**config.mk**
```make
export PLATFORM = sky130hd
export DESIGN_NAME = top
export DESIGN_NICKNAME = d
export VERILOG_FILES = /design/src/rtl/top_pkg.sv /design/src/rtl/hex_to_7seg.sv /design/src/rtl/top.sv
export SDC_FILE = /design/constraint.sdc
export NUM_CORES = 1
export LEC_CHECK = 0
export CAP_MARGIN = 20
export CORE_MARGIN = 4
export CORE_UTILIZATION = 54
export CTS_CLUSTER_DIAMETER = 80
export CTS_CLUSTER_SIZE = 25
export DETAILED_ROUTE_END_ITERATION = 10
export PLACE_DENSITY = 0.84
export SKIP_LAST_GASP = 1
export SYNTH_ARGS = -nofsm -noshare
export SYNTH_HDL_FRONTEND = slang
export SYNTH_SLANG_ARGS = --single-unit
```
**constraint.sdc**
```tcl
create_clock -name clk -period 3.74 [get_ports clk]
set_input_delay 0.561 -clock clk [delete_from_list [all_inputs] [get_ports clk]]
set_output_delay 0.561 -clock clk [all_outputs]
set_load 0.02 [all_outputs]
```
**src/rtl/top_pkg.sv**
```systemverilog
// Shared constants for the fetch/display datapath: segment table, PC step, ROM size.
package top_pkg;

  localparam int unsigned ROM_AW_DEFAULT = 8;
  localparam logic [31:0] PC_STEP = 32'd4;

  // Active-low segments, bit 0 = a ... bit 6 = g.
  localparam logic [6:0] SEG_LUT [16] = '{
    7'h40, 7'h79, 7'h24, 7'h30, 7'h19, 7'h12, 7'h02, 7'h78,
    7'h00, 7'h10, 7'h08, 7'h03, 7'h46, 7'h21, 7'h06, 7'h0E
  };

endpackage

```
**src/rtl/hex_to_7seg.sv**
```systemverilog
// Combinational hex nibble to active-low seven-segment decoder.
module hex_to_7seg
  import top_pkg::*;
(
  input  logic [3:0] nibble,
  output logic [6:0] seg
);

  always_comb begin
    seg = SEG_LUT[nibble];
  end

endmodule

```
**src/rtl/top.sv**
```systemverilog
// Fetch/display top: PC walks an internal ROM, the fetched word is scanned onto 8 hex digits.
module top
  import top_pkg::*;
#(
  parameter int unsigned SCAN_SHIFT = 0,
  parameter int unsigned ROM_AW     = ROM_AW_DEFAULT
) (
  input  logic       clk,
  input  logic       reset,
  output logic [6:0] out7,
  output logic [7:0] en_out
);

  localparam int unsigned ScanW = SCAN_SHIFT + 3;

  logic [31:0]       pc_q;
  logic [ScanW-1:0]  scan_q;
  logic [ROM_AW-1:0] rom_idx;
  logic [7:0]        rom_byte;
  logic [31:0]       instr;
  logic [2:0]        digit;
  logic [3:0]        nibble;

  always_ff @(posedge clk or posedge reset) begin
    if (reset) begin
      pc_q   <= '0;
      scan_q <= '0;
    end else begin
      pc_q   <= pc_q + PC_STEP;
      scan_q <= scan_q + 1'b1;
    end
  end

  // ROM word i holds i[7:0] in every byte; byte lanes of the PC are ignored.
  always_comb begin
    rom_idx  = pc_q[ROM_AW+1:2];
    rom_byte = 8'(rom_idx);
    instr    = {4{rom_byte}};
  end

  always_comb begin
    digit  = scan_q[SCAN_SHIFT+2:SCAN_SHIFT];
    nibble = instr[{digit, 2'b00} +: 4];
    en_out = ~(8'b1 << digit);
  end

  hex_to_7seg u_hex_to_7seg (
    .nibble (nibble),
    .seg    (out7)
  );

endmodule

```
# Yosys cells after proc, flatten, opt, wreduce, memory -nomap -nowiden
# Memory sizes are Yosys's and may differ from the RTL's.
# Cells that the tools add are included.
dict set report totals {
  regBits 35
  mem_bits_ro 112
  in_bits 2
  out_inout_bits 15
  mem_count 1
}
dict set report classes {
  addsub 2
  magnitude_cmp 1
  shifts 2
  muxes 2
  bitwise 2
}
# name depth width read_ports rd_ports_with_merged_regs wr line_no
set memory_table {}
lappend memory_table {{(no name shown)} 16 7 1 0 0 hex_to_7seg.sv:10} ;# seg = SEG_LUT[nibble];
# operator count
set ops {}
lappend ops {{$add A32 B3 Y32 const B} 1}
lappend ops {{$shiftx A32 B6 Y4} 1}
lappend ops {{$mux W7} 2}
lappend ops {{$not A8 Y8} 1}
lappend ops {{$shl A1 B3 Y8 const A} 1}
lappend ops {{$ge A5 B5 Y1 const B} 1}
lappend ops {{$not A4 Y5} 1}
lappend ops {{$add A3 B1 Y3 const B} 1}

# Logic depth before layout (Yosys ltp)
dict set report logic_depth {
  ltp_word 5
  depth_mapped 7
  mapped_depth_nobuf 6
}

# Cells and area by module
# A second synthesis with hierarchy kept.
dict set report hier_totals {
  hier_cells 82
  hier_area_um2 823.3
}
# module instances cells_each area_each_um2 seq_area_each_um2
set by_module_without_submodules {}
lappend by_module_without_submodules {top 1 50 548.0 275.3}
lappend by_module_without_submodules {hex_to_7seg 1 32 275.3 0.0}

# Worst setup path before layout
# Ideal clock, no wire load.
dict set report synth_path {
  kind {flip-flop to output port}
  start {register scan_q[0] (netlist: digit[0])}
  end {output port out7[4]}
  arrival_time_ps 1969
  required_ps 3179
  path_slack_ps 1210
  path_stages_with_launch 7
  cell_sequence {dfrtp_1 buf_6 mux2i_1 inv_1 ha_1 mux2_2 o21ai_0}
}
dict set report synth_between {
  elab_chain_cells 5
}
# element line_no
set synth_rtl {}
lappend synth_rtl {{start, declared} top.sv:17} ;# logic [ScanW-1:0] scan_q;
lappend synth_rtl {{start signal, assigned} top.sv:30} ;# scan_q <= scan_q + 1'b1;
lappend synth_rtl {{$shiftx A32 B6 Y4} top.sv:43} ;# nibble = instr[{digit, 2'b00} +: 4];
lappend synth_rtl {{$not A4 Y5 (not written as such)} hex_to_7seg.sv:10}
lappend synth_rtl {{$mem_v2 Z16 W7} -}
lappend synth_rtl {{$mux W7 (not written as such) (2 in a row)} hex_to_7seg.sv:10}
lappend synth_rtl {{end, declared} top.sv:10} ;# output logic [6:0] out7,
# No other way between the ends. The select of a mux whose other input is x is not followed.

# Final worst setup path
# Same ends and word-level chain as after synthesis.

==> results.yml <==
worst_setup_path:
  crit_type: "flop to output pin"
  path_delay_family: "buffers and inverters"
  cpPeakStageDelay_ns: 0.63
  critPathBufInv: 2
  end_kind: "output pin"
  cp.arrival_ns: 2.79
  r2r_slack_ns: 2.49
  crit_required_ns: 3.18
  slowest_stage: "clkdlybuf4s50_1"
  worstPathMaxFanout: 8
  critPathLaunchType: "flop"
  cp_cell_sequence: "mux2i_1 -> inv_1 -> ha_1 -> mux2_2 -> o21ai_0 -> clkdlybuf4s50_1"
timing:
  worst_pin_slew_ns: 0.5562
  max_freq_mhz: 298.5
  slew_viol_final: 0
  setup_tns_ns: 0
  min_period_over_period_pct: 89.58
  finalClockSkew_ns: 0.004421
  setup_violations: 0
  fin_crit_ns: 3.350
  fin_ws_ns: 0.3896
  max-slew-margin-rel_pct: 61.86
  hold_viol_final: 0
  rsz0062_at_grt: "false"
routing:
  route.met2.wl_um: 730
  met3_length_um: 52
  m1WireLength_um: 672
  final_antenna_net_count: 0
  totalWireLength_mm: 1.470
  vias_per_cell: 5.161
  drc: 0
  wl_per_cell_um: 12.46
  firstDrtPassIters: 2
  top_layer: "met4"
  drt-initial-drc-count: 2
  vias: 609
clock_network:
  ctsResizeCount: 0
  clockRootBuffer: "clkbuf_4"
  clkLatencyLatePin_ns: 0.27
  cts_tree: "done"
  cts.sinks: 11
  clkTransAtPathRegs_ns: 0.07
  cts_post_setup_buffers_inserted: 0
  cts_max_level: 1
  numCtsBuffers: 3
  cts_buffer_depth: 2
  hold_buffers: 0
floorplan:
  ioPinCount: 17
  core_area_um2: 1506
  rows: 14
  initial_utilization_pct: 56.89
  fp.dieW_um: 47.84
  die_h_um: 47.84
  die_area_um2: 2289
power:
  p_leak_nw: 0.5491
  power_per_cell_area_nw_per_um2: 192.3
  ir_worst_vdd_mv: 0.2750
worst_hold_path:
  min_path_type: "flop to flop"
synthesis:
  netlist_instances: 84
  synthTopCellsByArea: "dfrtp_1 32%, ha_1 19%, mux2i_1 8.2%"
  synthTopCellsByCount: "13 x ha_1, 13 x inv_1, 11 x dfrtp_1, 11 x nand2_1, 7 x mux2i_1"
  syn-cell-area_um2: 857.1
  synthArstFlopShare_pct: 100.0
  ys_seq_area_share_pct: 32.12
  synth_flop_cell: "dfrtp_1"
  synth_top_area_cell: "dfrtp_1"
  ys_types: 21
  synth_area_per_cell_um2: 10.20
  synth_top_area_share_pct: 32.12
  synth_seq_cells: 11
  synth_edf_count: 0
  synth_nets: 99
  yosys_warnings: 0
global_route:
  grt_overflow: 0
  grt_pass1_vias: 544
  grt_max_degree: 14
  track_usage_pct: 15.68
  grt_pass1_wl_mm: 2.366
  antenna_found_initial: 0
flow_run:
  cap_violations: 0
cells_and_area:
  fin_area_um2: 1042
  fill_cells: 125
  fin_nets: 118
  multi_input_area_um2: 510.5
  drive_above_1_share_pct: 10.78
  n_antenna_cell: 0
  seqCellArea_um2: 275.3
  synthToLayoutAreaGrowth_pct: 21.61
  final_core_util_pct: 69.19
placement:
  io_buffers: 16
  place_area_um2: 1015
  dp_slack_ns: 0.6812
  place_congestion: 0.7639
  dp_hpwl_mm: 1.184
run_status:
  status: "finished clean"
## placed cells by master, fill, tap and decap left out, types with 2 or more instances in the layout
master	instances
clkbuf_4	3
clkdlybuf4s50_1	16
dfrtp_1	11
ha_1	13
inv_1	13
mux2_2	2
mux2i_1	7
mux2i_4	2
nand2_1	11
nand3_1	3
nor2_1	2
nor3_1	2
o2bb2ai_1	2
xnor2_1	5
xor2_1	2
## final cells by class
type,instances,share of cell area [%]
multi-input cells,58,48.98
clock buffers,3,2.161
inverters,13,4.682
flip-flops and latches,11,26.41
well taps,16,1.921
repair buffers,16,15.37
clock inverters,1,0.4802
## kinds of logic after synthesis
family                   count (synthesis)  synth area share (%)
buffers and inverters                   15                 8.321
multiplexers                            11                 16.06
flip-flops                              11                 32.12
AND/OR/NAND/NOR                         21                 11.24
adder cells (fa/ha/maj)                 13                 18.98
AO/OA/AOI/OAI                            6                 6.131
XOR/XNOR                                 7                 7.153
## power by group
part / total [mW] / switching, mW / internal [mW]
logic: 0.00317 / 0.00220 / 0.000972
registers: 0.119 / 0 / 0.119
clock network: 0.0784 / 0.0389 / 0.0395
## routing by layer
layer / track usage [%] / vias to the layer above
li1: - / 312
met1: 17.89 / 285
met2: 25.59 / 10
met3: 5.639 / 2
met4: 8.065 / 0
met5: 0 / -
## final timing paths
kind / startpoint / endpoint / depth (start not counted)
setup / recovery: digit[0]$_DFF_PP0_ / out7[4] / 6
hold / removal: pc_q[2]$_DFF_PP0_ / pc_q[2]$_DFF_PP0_ / 1
setup reg to reg: digit[0]$_DFF_PP0_ / digit[2]$_DFF_PP0_ / 3
hold reg to reg: pc_q[2]$_DFF_PP0_ / pc_q[2]$_DFF_PP0_ / 1
max in group asynchronous: reset / digit[1]$_DFF_PP0_ / 2
min in group asynchronous: reset / pc_q[8]$_DFF_PP0_ / 2
## flip-flops by register name (all words and copies together), names as in the netlist
| name | count |
|---|---|
| pc_q | 8 |
| digit | 3 |
## stage by stage
stage	hold WS, ns	total power, mW	cells
after floorplan	0.4134	0.1230	84
after global placement	0.4846	0.1245	114
after detailed placement	0.4893	0.1246	114
after CTS	0.5007	0.2059	118
after global routing	0.5451	0.2137	118
final	0.4991	0.2005	118
(Power assumes the default switching activity.)
